## config.mk

```make
export PLATFORM = sky130hd
export DESIGN_NAME = sum_group_scheduler
export DESIGN_NICKNAME = d
export VERILOG_FILES = /design/src/rtl/sum_sched_pkg.sv /design/src/rtl/sum_group_scheduler_rr_arbiter.sv /design/src/rtl/sum_group_scheduler.sv
export SDC_FILE = /design/constraint.sdc
export NUM_CORES = 1
export LEC_CHECK = 0
export CORE_UTILIZATION = 48
export CTS_CLUSTER_SIZE = 30
export DETAILED_ROUTE_END_ITERATION = 7
export HOLD_SLACK_MARGIN = 0.08
export PLACE_DENSITY = 0.85
export SYNTH_ARGS = -nofsm -noshare
export SYNTH_HDL_FRONTEND = slang
export SYNTH_HIERARCHICAL = 1
export SYNTH_SLANG_ARGS = --single-unit
```

## constraint.sdc

```tcl
create_clock -name CLK -period 4.05 [get_ports CLK]
set_input_delay 0.81 -clock CLK [delete_from_list [all_inputs] [get_ports CLK]]
set_output_delay 0.81 -clock CLK [all_outputs]
set_load 0.03 [all_outputs]
```

## src/rtl/sum_sched_pkg.sv

```systemverilog
// Shared types and defaults for the group-summer scheduler.
package sum_sched_pkg;

    localparam int unsigned DEF_NUM_REQ   = 4;
    localparam int unsigned DEF_GROUP_LEN = 128;
    localparam int unsigned DEF_TIMEOUT   = 64;
    localparam int unsigned SAMPLE_W      = 8;
    localparam int unsigned SUM_W         = 17;

    typedef enum logic [2:0] {
        ST_IDLE   = 3'd0,
        ST_START  = 3'd1,
        ST_STREAM = 3'd2,
        ST_WAIT   = 3'd3,
        ST_DONE   = 3'd4
    } state_t;

    // Index width that stays legal for a single requester.
    function automatic int unsigned id_width(input int unsigned n);
        return (n > 1) ? $clog2(n) : 1;
    endfunction

endpackage

```

## src/rtl/sum_group_scheduler_rr_arbiter.sv

```systemverilog
// Round-robin arbiter: combinational one-hot pick starting after the last served lane.
module rr_arbiter
    import sum_sched_pkg::*;
#(
    parameter  int unsigned NUM_REQ = DEF_NUM_REQ,
    localparam int unsigned ID_W    = id_width(NUM_REQ)
)(
    input  logic               i_clk,
    input  logic               i_rst_n,
    input  logic [NUM_REQ-1:0] i_req,
    input  logic               i_upd,
    input  logic [ID_W-1:0]    i_upd_idx,
    output logic [NUM_REQ-1:0] o_gnt_c,
    output logic [ID_W-1:0]    o_idx_c,
    output logic               o_any_c
);

    logic [ID_W-1:0] r_ptr;
    logic            w_found;

    // Pointer moves to the lane after the one just served.
    always_ff @(posedge i_clk) begin
        if (!i_rst_n) begin
            r_ptr <= '0;
        end else if (i_upd) begin
            r_ptr <= (32'(i_upd_idx) + 32'd1 >= NUM_REQ) ? '0 : i_upd_idx + ID_W'(1);
        end
    end

    always_comb begin
        o_gnt_c = '0;
        o_idx_c = '0;
        w_found = 1'b0;
        for (int unsigned off = 0; off < NUM_REQ; off++) begin
            for (int unsigned i = 0; i < NUM_REQ; i++) begin
                if (!w_found && i_req[i] && (((32'(r_ptr) + off) % NUM_REQ) == i)) begin
                    w_found    = 1'b1;
                    o_gnt_c[i] = 1'b1;
                    o_idx_c    = ID_W'(i);
                end
            end
        end
        o_any_c = w_found;
    end

endmodule

```

## src/rtl/sum_group_scheduler.sv

```systemverilog
// Shares one group summer among NUM_REQ requesters: grant, stream GROUP_LEN samples, collect result.
module sum_group_scheduler
    import sum_sched_pkg::*;
#(
    parameter  int unsigned NUM_REQ   = DEF_NUM_REQ,
    parameter  int unsigned GROUP_LEN = DEF_GROUP_LEN,
    parameter  int unsigned TIMEOUT   = DEF_TIMEOUT,
    localparam int unsigned ID_W      = id_width(NUM_REQ)
)(
    input  logic                        CLK,
    input  logic                        RST,
    input  logic [NUM_REQ-1:0]          req,
    input  logic [SAMPLE_W*NUM_REQ-1:0] req_data,
    output logic [NUM_REQ-1:0]          req_rd,
    output logic [NUM_REQ-1:0]          gnt,
    output logic                        s_start,
    output logic [SAMPLE_W-1:0]         s_data,
    input  logic [SUM_W-1:0]            s_sum,
    input  logic                        s_sum_valid,
    output logic [SUM_W-1:0]            res_sum,
    output logic [ID_W-1:0]             res_id,
    output logic                        res_valid,
    output logic                        res_err
);

    localparam int unsigned CNT_W = $clog2(GROUP_LEN) + 1;
    localparam int unsigned TMO_W = $clog2(TIMEOUT) + 1;

    state_t              r_state;
    logic [NUM_REQ-1:0]  r_gnt;
    logic [ID_W-1:0]     r_id;
    logic                r_s_start;
    logic [CNT_W-1:0]    r_cnt;
    logic [TMO_W-1:0]    r_tmo;
    logic [SUM_W-1:0]    r_res_sum;
    logic [ID_W-1:0]     r_res_id;
    logic                r_res_valid;
    logic                r_res_err;

    logic [NUM_REQ-1:0]  w_arb_gnt;
    logic [ID_W-1:0]     w_arb_idx;
    logic                w_arb_any;
    logic [SAMPLE_W-1:0] w_lane;

    rr_arbiter #(.NUM_REQ(NUM_REQ)) u_arb (
        .i_clk     (CLK),
        .i_rst_n   (RST),
        .i_req     (req),
        .i_upd     (r_state == ST_DONE),
        .i_upd_idx (r_id),
        .o_gnt_c   (w_arb_gnt),
        .o_idx_c   (w_arb_idx),
        .o_any_c   (w_arb_any)
    );

    // Sample mux keyed by the held one-hot grant.
    always_comb begin
        w_lane = '0;
        for (int unsigned i = 0; i < NUM_REQ; i++) begin
            if (r_gnt[i]) w_lane = req_data[i*SAMPLE_W +: SAMPLE_W];
        end
    end

    assign s_data    = (r_state == ST_STREAM) ? w_lane : '0;
    assign req_rd    = (r_state == ST_STREAM) ? r_gnt  : '0;
    assign gnt       = r_gnt;
    assign s_start   = r_s_start;
    assign res_sum   = r_res_sum;
    assign res_id    = r_res_id;
    assign res_valid = r_res_valid;
    assign res_err   = r_res_err;

    always_ff @(posedge CLK) begin
        if (!RST) begin
            r_state     <= ST_IDLE;
            r_gnt       <= '0;
            r_id        <= '0;
            r_s_start   <= 1'b0;
            r_cnt       <= '0;
            r_tmo       <= '0;
            r_res_sum   <= '0;
            r_res_id    <= '0;
            r_res_valid <= 1'b0;
            r_res_err   <= 1'b0;
        end else begin
            r_s_start   <= 1'b0;
            r_res_valid <= 1'b0;
            case (r_state)
                ST_IDLE: begin
                    if (w_arb_any) begin
                        r_gnt     <= w_arb_gnt;
                        r_id      <= w_arb_idx;
                        r_s_start <= 1'b1;
                        r_state   <= ST_START;
                    end
                end
                ST_START: begin
                    r_cnt   <= '0;
                    r_state <= ST_STREAM;
                end
                ST_STREAM: begin
                    if (r_cnt == CNT_W'(GROUP_LEN - 1)) begin
                        r_tmo   <= '0;
                        r_state <= ST_WAIT;
                    end else begin
                        r_cnt <= r_cnt + CNT_W'(1);
                    end
                end
                // Summer result wins over a timeout landing on the same cycle.
                ST_WAIT: begin
                    if (s_sum_valid) begin
                        r_res_sum   <= s_sum;
                        r_res_err   <= 1'b0;
                        r_res_id    <= r_id;
                        r_res_valid <= 1'b1;
                        r_state     <= ST_DONE;
                    end else if (r_tmo == TMO_W'(TIMEOUT - 1)) begin
                        r_res_sum   <= '0;
                        r_res_err   <= 1'b1;
                        r_res_id    <= r_id;
                        r_res_valid <= 1'b1;
                        r_state     <= ST_DONE;
                    end else begin
                        r_tmo <= r_tmo + TMO_W'(1);
                    end
                end
                ST_DONE: begin
                    r_gnt   <= '0;
                    r_state <= ST_IDLE;
                end
                default: r_state <= ST_IDLE;
            endcase
        end
    end

endmodule

```

# == Word level (Yosys, flattened, before mapping) ==
# Cells that the tools add are included.
# word_totals
in_bits,56
reg_bits,48
# classes
n_reduce_logical,63
add_sub_neg,7
eq_ne,24
magnitude_cmp,1
mux,75
# op_table
op,n
$logic_not 32->1,4
$mux 8,6
$mux 1,37
$mux 17,2
$mux 2,17
$ge 32x3->1 const B,1
$logic_and 1x1->1,31
$mux 7,3
$eq 2x2->1 const B,8
$pmux 8 s2,1
$logic_not 1->1,15
$pmux 7 s2,1
$mux 3,4
$pmux 3 s4,1
$reduce_and 2->1,6
$add 8x1->8 const B,1
$eq 2x1->1 const B,4
$eq 8x7->1 const B,1
$mux 4,2
$pmux 4 s2,1
$reduce_bool 2->1,4
$add 7x1->7 const B,1
$eq 7x6->1 const B,1
$eq 3x2->1 const B,2
other kinds (11),16

# == Depth between registers and ports, before layout ==
# Gate-level depths: netlist (run 1).
# depth
ltp_word,65
ltp_mapped,6
ltp_nobuf,5

# == Hierarchy ==
# Netlist (run 1), hierarchy kept.
# by_module_without_submodules
module,seq_area_each_um2,n_inst,cells_per_inst,area_per_inst_um2
sum_group_scheduler,920.9,1,241,2185.8
rr_arbiter,40.0,1,40,297.8

# == Worst setup path after synthesis (run 1) ==
# No wires, ideal clock.
# synth_path
path_kind,register to output
startpoint,reg r_state[0]
endpoint,out s_data[0]
setup_slack_ns,1.528
path_buffers,2
t_required_ns,3.240
arrival_ns,1.712
stages_incl_launch_ff,6
cell_sequence,dfxtp_1 -> buf_6 -> or3b_4 -> or2_0 -> clkbuf_1 -> o21ai_1
# synth_between
elab_chain_len,2
# synth_rtl
element,line_no,text
start: declaration,sum_group_scheduler.sv:29,state_t r_state;
start signal: assignment,sum_group_scheduler.sv:75,r_state <= ST_IDLE;
start signal: assignment,sum_group_scheduler.sv:94,r_state <= ST_START;
start signal: assignment,sum_group_scheduler.sv:99,r_state <= ST_STREAM;
$eq 3x2->1,sum_group_scheduler.sv:64,assign s_data = (r_state == ST_STREAM) ? w_lane : '0;
$mux 8,sum_group_scheduler.sv:64,
end: declaration,sum_group_scheduler.sv:17,"output logic [SAMPLE_W-1:0] s_data,"
# Every way passes these cells.

# == Final worst setup path (run 1) ==
# layout_path
startpoint,reg r_state[1]
endpoint,out s_data[4]
# The elaborated chain is that of the path after synthesis.

==> results by group, run 1 <==
Worst setup path
  – CP arrival: 2630 ps
  – CP Class: reg -> out
  – Slowest stage delay, CP: 690 ps
  – CP Launch Type: flip-flop
  – Crit-path slowest cell: clkdlybuf4s50_1
  – Worst reg-to-reg setup slack: 2120 ps
  – Worst Path Required: 3240 ps
  – R2r endpoint: res_sum[5]
  – Worst Setup End Kind: output pin
  – Reg2Reg Depth: 3
  – Cell chain of the critical path: or3b_4 > or2_0 > o21ai_1 > clkdlybuf4s50_1
  – Crit-path max FO: 12
  – Worst R2R Start: r_state[0]

Placed design
  – DP HPWL: 5.05 mm
  – Placed cell area: 0.00340 sq mm
  – Port Buffer Count: 93
  – Gp weighted congestion: 0.846
  – Post-Place Cells: 423

Clock network
  – Post-CTS Setup Bufs: 0
  – CTS Buf Count: 5
  – CTS tree: built
  – CTS sink cnt: 48
  – Clk slew on worst S/H paths: 80 ps
  – Maximum buffer depth of the clock tree: 2
  – CTS Hold Bufs: 0
  – Root Buffer: clkbuf_8
  – Worst-Skew Late Latency: 300 ps
  – H-tree depth: 2
  – Resized cells post-CTS: 0

GRT
  – Largest net degree at the start of global routing: 18
  – Vias in the first global route: 2,252
  – First-pass GRT wire length: 10.6 mm
  – Initial antenna violation count: 0
  – GRT overflow: 0
  – Overall routing resource usage: 0.249

Job
  – Maxcap violations: 0

Timing
  – Crit path time final: 3440 ps
  – F_max: 290 MHz
  – Fin crit share: 0.850
  – Setup_tns: 0 ps
  – Fin. max-slew vios: 0
  – Rel. slew slack: 0.506
  – # setup viols final: 0
  – Worst slew pin tran: 741 ps
  – Clk_skew: 6.73 ps
  – Final Hold Vio Count: 0
  – RSZ-0062 raised after global routing: no

Power and ir drop
  – P_leak: 1.26 nW
  – Max IR drop VDD: 0.000236 V
  – Int Power: 0.792 mW
  – Logic pwr share: 0.219
  – NetSw: 0.292 mW
  – Clk pwr share: 0.308
  – P per Cell Area: 309 mW/mm^2
  – Switching share of power: 0.269
  – Sequential Power Share: 0.473

Worst hold path
  – Worst hold path class: reg -> reg
  – Hold EP: r_tmo[6]
  – Hold Crit Depth: 2
  – Worst Hold Launch: r_tmo[6]

Final layout
  – Final #Nets: 422
  – # diodes: 0
  – Layout Cells excl Fill: 431
  – Fraction of layout instances using a drive strength above 1: 0.0604
  – Fillers: 394
  – Final Cell Area: 0.00351 sq mm
  – Area growth syn-to-layout: 41.3%

Floorplanning
  – Initial Util: 0.512
  – Die area: 0.00547 sq mm
  – Die height: 73.9 um
  – Row Count: 25
  – IO Pins: 94
  – Horiz. Die Dim: 73.9 um
  – Core ar.: 0.00485 sq mm

Synthesis
  – Synth unique cells: 65
  – Yosys warning total: 6
  – Async SR Flop Fraction: 0
  – Syn avg cell area: 8.84 sq um
  – Post-Syn Nets: 340
  – Post-synthesis sequential area ratio: 0.387
  – Post-synth EDFFs: 0
  – Area of the mapped netlist: 0.00248 sq mm
  – Post-synthesis cell count: 281
  – Ys flop type: dfxtp_1
  – Count of state elements after synthesis: 48

Outcome
  – Status: finished, final reports clean

Routing
  – Average wire per standard cell: 15.6 um
  – Total wire length: 6.71 mm
  – ANT nets after route: 0
  – Average vias per placed instance: 5.72
  – DRT iter0 DRCs: 106
  – Initial DRT Pass Iterations: 4
  – Routed vias: 2,466
  – # DRC: 0
## cell usage in the layout (no fill, tap or decap), drive strengths merged, types with 3 or more instances in the layout
cell / synthesis / routed
a21oi: 11 / 11
a221o: 8 / 8
a22o: 18 / 18
a22oi: 4 / 4
a31oi: 3 / 3
and2: 8 / 8
clkbuf: 8 / 6
clkdlybuf4s50: 0 / 93
dfxtp: 48 / 48
ha: 3 / 3
inv: 9 / 9
mux2i: 7 / 7
nand2: 18 / 18
nand2b: 3 / 3
nand3: 14 / 14
nand3b: 3 / 3
nor2: 23 / 23
nor2b: 3 / 3
o21ai: 28 / 28
o221a: 3 / 3
o22ai: 3 / 3
## sequential cells by signal, indices dropped and copies added, names as in the netlist
register,count
gnt,4
r_cnt,8
r_id,2
r_state,3
r_tmo,7
res_err,1
res_id,2
res_sum,17
res_valid,1
s_start,1
u_arb/r_ptr,2
## cell families (layout without fill, tap and decap cells)
logic type,Yosys count,after routing,share of synthesized area
adders and majority gates,3,3,0.0151
and+or+nand+nor,93,93,0.211
xor gates and xnor gates,2,2,0.00705
muxes,7,7,0.0282
DFF,48,48,0.387
buffers and inverters,29,112,0.0589
AOI/OAI and AO/OA,99,99,0.293
## worst max-delay path: cells and delay by family, from the launching register on
family	cells	cell delay (ps)
AND/OR/NAND/NOR	2	840
buffers and inverters	1	690
flip-flops	1	600
AO/OA/AOI/OAI	1	220
## layer usage
layer	global-route usage	up-vias	share of wire	routed length (um)
li1	-	1210	-	-
met1	0.289	1160	0.42	2830
met2	0.443	83	0.49	3280
met3	0.0610	13	0.069	461
met4	0.0876	0	0.020	137
met5	0	-	0	0
## cell usage after synthesis (all sizes together), types with 4 or more instances
master,instances,share of area
a22oi,4,0.012
nor2,23,0.036
a22o,18,0.063
and2,8,0.021
nand2,18,0.027
mux2i,7,0.028
o21ai,28,0.058
nand3,14,0.028
inv,9,0.014
clkbuf,8,0.012
dfxtp,48,0.39
a21oi,11,0.024
buf,12,0.033
a221o,8,0.032
## cell type report
type | count | area, sq um | area share
Tap cell | 67 | 83.8 | 0.0239
Inverter | 9 | 33.8 | 0.00963
Clock inverter | 2 | 35.0 | 0.00999
Sequential cell | 48 | 961 | 0.274
Clock buffer | 6 | 72.6 | 0.0207
Multi-Input combinational cell | 204 | 1380 | 0.392
Timing Repair Buffer | 95 | 946 | 0.270
## how the worst max path moves through the flow
stage               slack, ps         from  cells after the start        end
floorplan                1530   r_state[0]                      5  s_data[0]
global placement          880  req_data[1]                      5  s_data[1]
detailed placement        870  req_data[1]                      5  s_data[1]
CTS                       590   r_state[1]                      4  s_data[0]
global route              450   r_state[1]                      4  s_data[6]
finish                    610   r_state[1]                      4  s_data[4]
## per-stage QoR
step | hold slack, ps | power, mW | worst slack (ps) | utilization
floorplan | 411 | 0.657 | 1530 | -
global placement | 426 | 0.753 | 875 | 0.701
detailed placement | 424 | 0.760 | 870 | 0.701
CTS | 437 | 1.09 | 594 | 0.724
global route | 455 | 1.13 | 447 | 0.724
finish | 434 | 1.08 | 606 | 0.724
## power by group through the flow
stage          Combinational (mW)  Sequential, mW  Clock, mW
2_1_floorplan               0.132           0.525          0
3_3_place_gp                0.231           0.522          0
3_5_place_dp                0.236           0.524          0
4_1_cts                     0.237           0.512      0.339
5_1_grt                     0.258           0.517      0.359
6_report                    0.238           0.513      0.334
No activity file was read; power rests on OpenSTA's default activity.
==> run 2: changes to the inputs <==
- CORE_UTILIZATION: 48 -> 60
- DONT_BUFFER_PORTS: default -> 1
- PLACE_DENSITY: 0.85 -> 0.75
==> run 2 against run 1 <==
Clock power increased by 9.3%. Clock-buffer cell count is the same. Wire length is 19% lower. Critical path type unchanged. Largest cell class unchanged. Largest power group unchanged.
==> results by group, run 2 (synthesized netlist as in run 1, its figures left out) <==
Placed design
  – Port Buffer Count: 0 (-100%)
  – DP HPWL: 3.92 mm (-22%)
  – Gp weighted congestion: 0.809 (-4.4%)

GRT
  – Largest net degree at the start of global routing: 19 (+1)
  – GRT overflow: 0 (unchanged)
  – Vias in the first global route: 1,782 (-21%)
  – First-pass GRT wire length: 8.16 mm (-23%)
  – Overall routing resource usage: 0.249 (about the same)
  – Initial antenna violation count: 0 (unchanged)

Final layout
  – Fillers: 353 (-10%)
  – Max reg flops: 17 (unchanged)
  – # diodes: 0 (unchanged)
  – Fraction of layout instances using a drive strength above 1: 0.0781 (+0.0176)
  – Final #Nets: 327 (-23%)
  – Area growth syn-to-layout: 2.87%
  – Commonest cells after routing, fill and taps aside: dfxtp_1 (48), nor2_1 (22), nand2_1 (18), a22o_1 (18), o21ai_0 (17)
  – Commonest non-fill, non-tap cell in the layout: dfxtp_1

Timing
  – Fin crit share: 0.778 (-0.0728)
  – Setup_tns: 0 ps (unchanged)
  – Final Hold Vio Count: 0 (unchanged)
  – # setup viols final: 0 (unchanged)
  – Worst slew pin tran: 1030 ps (+288 ps)
  – Rel. slew slack: 0.309 (-0.197)
  – Fin. max-slew vios: 0 (unchanged)
  – Crit path time final: 3150 ps (-295 ps)
  – RSZ-0062 raised after global routing: no
  – F_max: 318 MHz (+9.4%)
  – Clk_skew: 7.13 ps (+0.404 ps)

Power and ir drop
  – P per Cell Area: 402 mW/mm^2 (+30%)
  – Pwr Total: 1.03 mW (-5.3%)
  – P_leak: 0.911 nW (-28%)
  – Max IR drop VDD: 0.000209 V (-11%)

Clock network
  – CTS tree: built
  – Worst-Skew Late Latency: 310 ps (about the same)
  – CTS Hold Bufs: 0 (unchanged)
  – Clk slew on worst S/H paths: 90 ps (about the same)
  – Maximum buffer depth of the clock tree: 2 (unchanged)
  – CTS Buf Count: 5 (unchanged)
  – Resized cells post-CTS: 0 (unchanged)
  – H-tree depth: 2 (unchanged)
  – Post-CTS Setup Bufs: 0 (unchanged)
  – CTS sink cnt: 48 (unchanged)
  – Root Buffer: clkbuf_8

Routing
  – Average wire per standard cell: 17.1 um (+9.5%)
  – # DRC: 0 (unchanged)
  – Initial DRT Pass Iterations: 4 (unchanged)
  – Total wire length: 5.44 mm (-19%)
  – DRT iter0 DRCs: 120 (+13%)
  – Average vias per placed instance: 6.44 (+12%)
  – Routed vias: 2,053 (-17%)
  – ANT nets after route: 0 (unchanged)

Floorplanning
  – Die area: 0.00440 sq mm (-19%)
  – IO Pins: 94 (unchanged)
  – Die height: 66.3 um (-10%)
  – Initial Util: 0.621 (+0.109)
  – Core ar.: 0.00400 sq mm (-17%)
  – Row Count: 23 (-8.0%)
  – Horiz. Die Dim: 66.3 um (-10%)

Worst setup path
  – Crit-path max FO: 8 (-4)
  – CP Launch Type: flip-flop
  – CP Class: reg -> out
  – Worst Setup End Kind: output pin
  – Worst Path Required: 3240 ps (about the same)
  – CP arrival: 2340 ps (-290 ps)

Outcome
  – Status: finished, final reports clean

Worst hold path
  – Worst hold path class: reg -> reg

Job
  – Maxcap violations: 0 (unchanged)
run 2: changes by cell type in the layout (fill, tap and decap cells not counted), sizes merged:
cell / change
clkdlybuf4s50: -93
buf: -2
run 2: per-stage QoR:
step | worst slack (ps) | instances | hold WS, ps | area [sq um] | util
floorplan | 1530 | 281 | 411 | 2480 | -
global placement | 1280 | 311 | 429 | 2430 | 0.608
detailed placement | 1260 | 311 | 428 | 2430 | 0.608
CTS | 917 | 319 | 442 | 2550 | 0.639
global route | 614 | 319 | 464 | 2550 | 0.639
finish | 901 | 319 | 440 | 2550 | 0.639
run 2: area by class of cell:
| class | instances | area (sq um) | area share |
|---|---|---|---|
| clock inverters | 2 | 38.8 | 0.0152 |
| clock buffers | 6 | 82.6 | 0.0323 |
| inverters | 9 | 33.8 | 0.0132 |
| multi-input cells | 204 | 1380 | 0.539 |
| well taps | 50 | 62.6 | 0.0245 |
| flip-flops and latches | 48 | 961 | 0.376 |
run 2: worst paths after layout:
kind	slack (ps)	start	to	cells past startpoint
min	440	r_tmo[6]	r_tmo[6]	2
min reg2reg	440	r_tmo[6]	r_tmo[6]	2
max reg2reg	2160	r_tmo[0]	res_sum[2]	5
max	900	gnt[0]	s_data[3]	4
run 2: report_power, final:
group	internal (mW)	switching, mW
Combinational	0.0535	0.0778
Clock	0.202	0.163
Sequential	0.487	0.0428
run 2: metal layers:
metal	wire length [um]	part of all wire	track usage	vias to the layer above
met5	0	0	0	-
met4	136	0.025	0.114	0
met3	309	0.057	0.0621	8
met2	2570	0.47	0.417	72
met1	2430	0.45	0.296	952
li1	-	-	-	1021
run 2: worst max-delay path: stages (launching register included):
cell	delay, ps
dfxtp_1	560
nor2b_1	540
a221o_1	220
o21ai_0	180
o21ai_1	540
==> run 3: changes to the inputs <==
- clock period: 4.05 -> 3.25 ns (I/O delays scaled with it)
==> run 3 against run 2 <==
Clock power rose by 19%. Sequential share of layout area fell by 0.29 points. Clock-buffer cell count fell by 1. Via count rose by 3.6%. Final area rose by 0.78%. Flip-flop and latch count did not move. Non-clock buffer count rose by 3. Worst hold slack got worse by 4.7 ps. Largest cell class unchanged.
==> results by group, run 3 (synthesized netlist as in run 1, its figures left out) <==
Routing
  – Routed vias: 2,127 (+3.6%)
  – Average wire per standard cell: 16.8 um (-1.7%)
  – Initial DRT Pass Iterations: 4 (unchanged)
  – Average vias per placed instance: 6.59 (+2.3%)
  – DRT iter0 DRCs: 129 (+7.5%)
  – # DRC: 0 (unchanged)
  – Total wire length: 5.41 mm (-0.51%)
  – ANT nets after route: 0 (unchanged)

Worst setup path
  – Crit-path leading delay family: simple AND/OR/NAND/NOR gates
  – Crit-path slowest cell: dfxtp_1
  – CP arrival: 2290 ps (-50 ps)
  – Slowest stage delay, CP: 600 ps (+40 ps)
  – Crit-path max FO: 12 (+4)
  – Worst R2R Start: r_tmo[0]
  – Cell chain of the critical path: or3b_4 > or2_0 > o21ai_1
  – Worst Setup End Kind: output pin
  – CP Launch Type: flip-flop
  – CP Buf/Inv Count: 0 (unchanged)
  – Crit. path cell count: 3 (-1)
  – CP Class: reg -> out
  – R2r endpoint: res_sum[1]
  – Worst Path Required: 2600 ps (-640 ps)
  – Worst reg-to-reg setup slack: 1370 ps (-790 ps)
  – Reg2Reg Depth: 5 (unchanged)

Floorplanning
  – Core ar.: 0.00400 sq mm (unchanged)
  – Row Count: 23 (unchanged)
  – Die height: 66.3 um (unchanged)
  – Horiz. Die Dim: 66.3 um (unchanged)
  – IO Pins: 94 (unchanged)
  – Initial Util: 0.621 (unchanged)
  – Die area: 0.00440 sq mm (unchanged)

Timing
  – Final Hold Vio Count: 0 (unchanged)
  – Setup_tns: 0 ps (unchanged)
  – # setup viols final: 0 (unchanged)
  – Fin. max-slew vios: 0 (unchanged)
  – Rel. slew slack: 0.513 (+0.204)
  – F_max: 340 MHz
  – RSZ-0062 raised after global routing: no
  – Fin crit share: 0.906
  – Crit path time final: 2940 ps
  – Worst slew pin tran: 731 ps (-298 ps)
  – Clk_skew: 5.93 ps (-1.20 ps)

Final layout
  – Fraction of layout instances using a drive strength above 1: 0.0882 (+0.0102)
  – Area growth syn-to-layout: 3.68%
  – Final #Nets: 330 (+0.92%)
  – Register area: 961 sq um (unchanged)
  – Layout Cells excl Fill: 323 (+1.3%)
  – Max reg flops: 17 (unchanged)
  – Commonest cells after routing, fill and taps aside: dfxtp_1 (48), nor2_1 (22), nand2_1 (18), a22o_1 (18), o21ai_0 (17)
  – Final Cell Area: 0.00257 sq mm (+0.78%)
  – Commonest non-fill, non-tap cell in the layout: dfxtp_1
  – Fillers: 347 (-1.7%)
  – Multi-input logic area: 0.00138 sq mm (unchanged)

Worst hold path
  – Worst Hold Launch: r_tmo[6]
  – Worst hold path class: reg -> reg
  – Hold EP: r_tmo[6]
  – Hold Crit Depth: 2 (unchanged)

Power and ir drop
  – Clk pwr share: 0.344 (-0.011)
  – NetSw: 0.352 mW (+24%)
  – P_leak: 0.924 nW (+1.4%)
  – Max IR drop VDD: 0.000409 V (+96%)
  – Switching share of power: 0.279 (+0.00302)
  – Pwr Total: 1.26 mW (+23%)
  – P per Cell Area: 490 mW/mm^2 (+22%)
  – Int Power: 0.909 mW (+22%)
  – Logic pwr share: 0.131 (+0.003)
  – Sequential Power Share: 0.524 (+0.007)

Placed design
  – Port Buffer Count: 0 (unchanged)
  – Post-Place Cells: 314 (+0.96%)
  – Gp weighted congestion: 0.829 (+2.5%)
  – Placed cell area: 0.00246 sq mm (+0.93%)
  – DP HPWL: 4.02 mm (+2.4%)

Clock network
  – CTS sink cnt: 48 (unchanged)
  – CTS Buf Count: 5 (unchanged)
  – Post-CTS Setup Bufs: 0 (unchanged)
  – Root Buffer: clkbuf_8
  – CTS tree: built
  – Maximum buffer depth of the clock tree: 2 (unchanged)
  – H-tree depth: 2 (unchanged)
  – Worst-Skew Late Latency: 300 ps (about the same)
  – CTS Hold Bufs: 0 (unchanged)
  – Clk slew on worst S/H paths: 90 ps (about the same)
  – Resized cells post-CTS: 0 (unchanged)

Job
  – Maxcap violations: 0 (unchanged)

GRT
  – First-pass GRT wire length: 8.10 mm (-0.67%)
  – Overall routing resource usage: 0.243 (-0.00562)
  – GRT overflow: 0 (unchanged)
  – Largest net degree at the start of global routing: 19 (unchanged)
  – Initial antenna violation count: 1 (+1)
  – Vias in the first global route: 1,839 (+3.2%)

Outcome
  – Status: finished, final reports clean
## run 3: worst max-delay path by stage
stage	startpoint	endpoint	slack [ps]
after floorplan	r_state[0]	s_data[0]	890
after global routing	r_state[1]	s_data[4]	170
after CTS	r_state[1]	s_data[6]	320
after detailed placement	r_state[1]	s_data[6]	660
final	r_state[1]	s_data[6]	310
after global placement	r_state[1]	s_data[6]	690
## run 3: layout make-up
cell class,instances,share of cell area
sequential,48,0.373
timing repair buffer,3,0.00875
multi-input combinational,204,0.534
tap,50,0.0243
clock inverter,3,0.0185
antenna,1,0.000972
clock buffer,5,0.0267
inverter,9,0.0131
## run 3: worst reg2reg max path: stages (launching register included)
cell      delay [ps]
dfxtp_1          340
ha_1             230
nand3_1          200
o21bai_1         200
a21oi_2          630
a22o_1           230
## run 3: stage by stage
stage	util	worst slack, ps	hold WS, ps
2_1_floorplan	-	888	411
4_1_cts	0.643	322	430
6_report	0.644	305	436
5_1_grt	0.644	168	441
3_3_place_gp	0.614	686	421
3_5_place_dp	0.614	661	423
## run 3: power groups by stage
stage	clock, mW	sequential [mW]	combinational (mW)
2_1_floorplan	0	0.654	0.164
3_3_place_gp	0	0.673	0.162
3_5_place_dp	0	0.674	0.164
4_1_cts	0.449	0.660	0.166
5_1_grt	0.467	0.665	0.186
6_report	0.434	0.661	0.166
## run 3: per-layer routing
| layer | wire length [um] | global-route usage | vias up |
|---|---|---|---|
| met4 | 284 | 0.181 | 0 |
| li1 | - | - | 1030 |
| met2 | 2580 | 0.401 | 76 |
| met3 | 310 | 0.0414 | 24 |
| met1 | 2240 | 0.279 | 997 |
| met5 | 0 | 0 | - |
